`src/rtl/pass_detector.sv`:
```
// Obstacle pass detector: scores one pulse per obstacle that clears the car rows, flags a sticky crash.
// Optional PassCount output when PASS_DETECTOR_PASS_COUNT_EN is defined.
module pass_detector #(
   parameter logic [6:0] CAR_TOP    = 7'd100,
   parameter logic [6:0] CAR_BOTTOM = 7'd115
) (
   input  logic       CLOCK_50,
   input  logic       Reset,
   input  logic       FrameTick,
   input  logic       ObstacleValid,
   input  logic [6:0] ObstacleY,
   input  logic [1:0] ObstacleLane,
   input  logic [1:0] CarLane,
   input  logic       GameOver,
   output logic       ScorePulse,
   output logic       Crash
`ifdef PASS_DETECTOR_PASS_COUNT_EN
   ,
   output logic [7:0] PassCount
`endif
);

   typedef enum logic [2:0] {
      IDLE,
      APPROACH,
      OVERLAP,
      SCORED,
      CLEARED,
      CRASHED,
      HALT
   } state_t;

   state_t     r_state;
   state_t     w_state_next;
   logic       r_score_pulse;
   logic       r_crash;
   logic [1:0] w_lane_eq;
   logic       w_lane_match;
   logic       w_above;
   logic       w_below;
   logic       w_hit;

   genvar gi;
   generate
      for (gi = 0; gi < 2; gi++) begin : g_lane_eq
         assign w_lane_eq[gi] = ~(ObstacleLane[gi] ^ CarLane[gi]);
      end
   endgenerate

   // Rows above 119 fall out naturally as "below the car" since CAR_BOTTOM <= 119.
   assign w_lane_match = &w_lane_eq;
   assign w_above      = (ObstacleY < CAR_TOP);
   assign w_below      = (ObstacleY > CAR_BOTTOM);
   assign w_hit        = !w_above && !w_below && w_lane_match;

   always_comb begin
      w_state_next = r_state;
      if (GameOver && (r_state != CRASHED)) begin
         w_state_next = HALT;
      end else if (r_state == SCORED) begin
         w_state_next = CLEARED;
      end else if (FrameTick) begin
         unique case (r_state)
            IDLE: begin
               if (ObstacleValid) begin
                  w_state_next = w_above ? APPROACH : CLEARED;
               end
            end
            APPROACH: begin
               // Entering the car rows applies the overlap rules on the same tick.
               if (!ObstacleValid) begin
                  w_state_next = IDLE;
               end else if (!w_above) begin
                  if (w_hit) begin
                     w_state_next = CRASHED;
                  end else if (w_below) begin
                     w_state_next = SCORED;
                  end else begin
                     w_state_next = OVERLAP;
                  end
               end
            end
            OVERLAP: begin
               if (w_hit) begin
                  w_state_next = CRASHED;
               end else if (!ObstacleValid) begin
                  w_state_next = IDLE;
               end else if (w_below) begin
                  w_state_next = SCORED;
               end
            end
            CLEARED: begin
               if (!ObstacleValid) begin
                  w_state_next = IDLE;
               end else if (w_above) begin
                  w_state_next = APPROACH;
               end
            end
            default: w_state_next = r_state;
         endcase
      end
   end

   always_ff @(posedge CLOCK_50) begin
      if (Reset) begin
         r_state       <= IDLE;
         r_score_pulse <= 1'b0;
         r_crash       <= 1'b0;
      end else begin
         r_state       <= w_state_next;
         r_score_pulse <= (w_state_next == SCORED);
         r_crash       <= r_crash | (w_state_next == CRASHED);
      end
   end

   assign ScorePulse = r_score_pulse;
   assign Crash      = r_crash;

`ifdef PASS_DETECTOR_PASS_COUNT_EN
   logic [7:0] r_pass_count;

   always_ff @(posedge CLOCK_50) begin
      if (Reset) begin
         r_pass_count <= 8'd0;
      end else if (r_score_pulse && (r_pass_count != 8'hFF)) begin
         r_pass_count <= r_pass_count + 8'd1;
      end
   end

   assign PassCount = r_pass_count;
`endif

endmodule

```
`config.mk`:
```
export PLATFORM = sky130hd
export DESIGN_NAME = pass_detector
export DESIGN_NICKNAME = d
export VERILOG_FILES = /design/src/rtl/pass_detector.sv
export SDC_FILE = /design/constraint.sdc
export NUM_CORES = 1
export LEC_CHECK = 0
export ABC_AREA = 1
export CAP_MARGIN = 20
export CORE_AREA = 2 2 39 41
export DETAILED_ROUTE_END_ITERATION = 10
export DIE_AREA = 0 0 41 43
export GPL_TIMING_DRIVEN = 1
export PLACE_DENSITY_LB_ADDON = 0.2
export SLEW_MARGIN = 20
export SYNTH_ARGS = -nofsm -noshare
export SYNTH_HDL_FRONTEND = slang
export SYNTH_SLANG_ARGS = --single-unit
```
`constraint.sdc`:
```
create_clock -name CLOCK_50 -period 1.3 [get_ports CLOCK_50]
set_clock_uncertainty 0.2 [all_clocks]
set_input_delay 0.195 -clock CLOCK_50 [delete_from_list [all_inputs] [get_ports CLOCK_50]]
set_output_delay 0.195 -clock CLOCK_50 [all_outputs]
set_load 0.005 [all_outputs]
```
==> flow_metrics.py <==
metrics = {
    "setup_path": {
        "end_kind": "flip-flop",
        "critical_path_class": "flip-flop to flip-flop",
        "cp-start-kind": "flip-flop",
        "cp.required_ns": 1.23,
        "cp.arrival_ns": 1.41,
        "worstPathMaxFanout": 5,
    },
    "synth": {
        "ys_types": 15,
        "yosysSeqAreaShare_pct": 22.35,
        "synthesis.nets": 100,
        "synth_cells": 84,
        "synth_area_um2": 447.9,
        "yosys.area_share.simple_pct": 54.19,
        "synth_top_area_share_pct": 30.17,
        "yosys_warnings": 0,
        "synth_top_family_by_area": "simple AND/OR/NAND/NOR gates",
        "syn-mean-instance-area_um2": 5.333,
        "synthAdderAreaFrac_pct": 0,
        "synth_area_leader_cell": "nand2_1",
        "synth-compound-area-share_pct": 10.89,
        "ys_seq_elements": 5,
        "synth.mux.area_fraction_pct": 0,
        "yosys-top-cells-area": "nand2_1 30%, dfxtp_1 22%, inv_1 10%, nor2_1 5.9%, a21oi_1 5.6%",
        "post_synth_xor_area_fraction_pct": 0,
    },
    "sta": {
        "hold_violations": 0,
        "max_slew_margin_pct": 86.01,
        "worst_slew_pin_slew_ns": 0.2098,
        "final-max-slew-violation-count": 0,
        "fmax_mhz": 678.4,
        "layout_worst_path_cycle_share_pct": 113.4,
        "setup_viol": 5,
        "hold-worst-slack_ns": 0.2531,
        "setup_slack_ns": -0.1742,
        "finalSetupTns_ns": -0.5896,
        "layout_min_cycle_time_ns": 1.474,
        "rsz0062_at_grt": "true",
    },
    "placed_design": {
        "dp_hpwl_um": 923.3,
        "place.gp.congestion": 0.8052,
        "io_buffers": 15,
        "dp.cells": 124,
        "place_area_um2": 698.2,
        "post-place-ws_ns": -0.5643,
    },
    "cts": {
        "numCtsBuffers": 3,
        "htreeDepth": 1,
        "worst_skew_pair.late_latency_ns": 0.24,
        "clk_pin_slew_ns": 0.04,
        "cts.sinks": 5,
        "cts-root-buf": "clkbuf_4",
        "clk_path_buf_depth": 2,
        "cts_tree": "yes",
    },
    "run_status": {
        "violations": "setup timing",
        "status": "finished, violations left",
    },
    "min_path": {
        "hold_class": "flip-flop to flip-flop",
    },
    "grt": {
        "grt_pass1_vias": 557,
        "grt_pass1_wl_um": 1987,
        "antenna_found_initial": 0,
        "grt_overflow": 0,
        "grt_usage_pct": 16.16,
        "grt_max_degree": 7,
    },
    "finish": {
        "drive_gt1_share_pct": 42.74,
        "design_area_um2": 837.1,
        "area_growth_pct": 86.87,
        "fin_util_pct": 60.49,
        "stdcell_count": 133,
        "layout.nets": 134,
        "final_cell_mix": "27 x nand2_1, 14 x buf_4, 11 x dlygate4sd2_1, 9 x nand2_2, 9 x inv_1",
        "layout_commonest_cell": "nand2_1",
        "diodes": 0,
    },
    "power": {
        "peakVddDrop_v": 0.0005301,
        "powerDensity_nw_per_um2": 688.7,
        "p_leak_nw": 0.4446,
        "p_total_mw": 0.5765,
    },
    "drt": {
        "post_drt_via_cell_ratio": 4.496,
        "drt-initial-drc-count": 2,
        "drc": 0,
        "dr.pass1.iters": 3,
        "ant_nets": 0,
        "route.final.wire_length_um": 1203,
        "vias": 598,
        "wl_per_cell_um": 9.045,
    },
    "floorplanning": {
        "fp.coreArea_um2": 1384,
        "dieArea_um2": 1763,
        "io_pins": 18,
        "die-height_um": 43,
        "die_w_um": 41,
        "row_count": 14,
        "floorplan.initialDensity_pct": 32.37,
    },
    "job": {
        "max_cap_viol_count": 0,
    },
}
## state kept, by name (all words and copies together), names as in the netlist
name,flops
Crash,1
ScorePulse,1
r_state,3
## synthesized netlist by cell type, drive strengths merged
| master | number |
|---|---|
| a21boi | 1 |
| a21oi | 5 |
| dfxtp | 5 |
| inv | 15 |
| nand2 | 38 |
| nand3 | 7 |
| nand3b | 1 |
| nor2 | 8 |
| nor3 | 2 |
| o21ai | 1 |
| o21bai | 1 |
## report_power, final
part           internal (mW)  switching (mW)  total (mW)
registers              0.163          0.0102       0.173
clock network          0.116          0.0597       0.175
logic                  0.115           0.113       0.228
## per-layer routing
layer | track usage [%] | routed length [um]
met2 | 28.13 | 666
met3 | 3.141 | 60
met1 | 17.04 | 476
met5 | 0 | 0
met4 | 8.000 | 0
## worst paths after layout
path	cells after the start	endpoint	startpoint	slack, ns
worst min register to register	2	Crash	Crash	0.25
worst max register to register	11	Crash	r_state[2]	-0.17
worst min-delay path	2	Crash	Crash	0.25
worst max-delay path	11	Crash	r_state[2]	-0.17
## logic make-up after synthesis
logic type,count (synthesis)
AO/OA/AOI/OAI,8
AND/OR/NAND/NOR,56
flip-flops,5
buffers and inverters,15
## worst max-delay path: stages (launching register included)
cell and delay (ns):
dfxtp_4 0.35, buf_4 0.14, nand2_2 0.07, nand3_2 0.09, inv_2 0.07, nand2_1 0.05, a21oi_1 0.10, nand2_1 0.08
nand2_2 0.07, nor2_2 0.05, nand3_2 0.06, nand2_1 0.04
## timing repair
item                                    4_1_cts  5_1_grt
setup buffers                                 2        3
endpoints found under the setup margin        7        5
hold buffers                                  0        0
pin swaps                                    17        8
resized for setup                            30       12
## area by class of cell
class | count | area, um2
fillers | 150 | 546.8
multi-input cells | 64 | 379.1
repair buffers | 29 | 241.5
flip-flops and latches | 5 | 108.9
inverters | 15 | 61.31
clock buffers | 4 | 26.28
well taps | 16 | 20.02
Power figures use the tool's default switching activity.
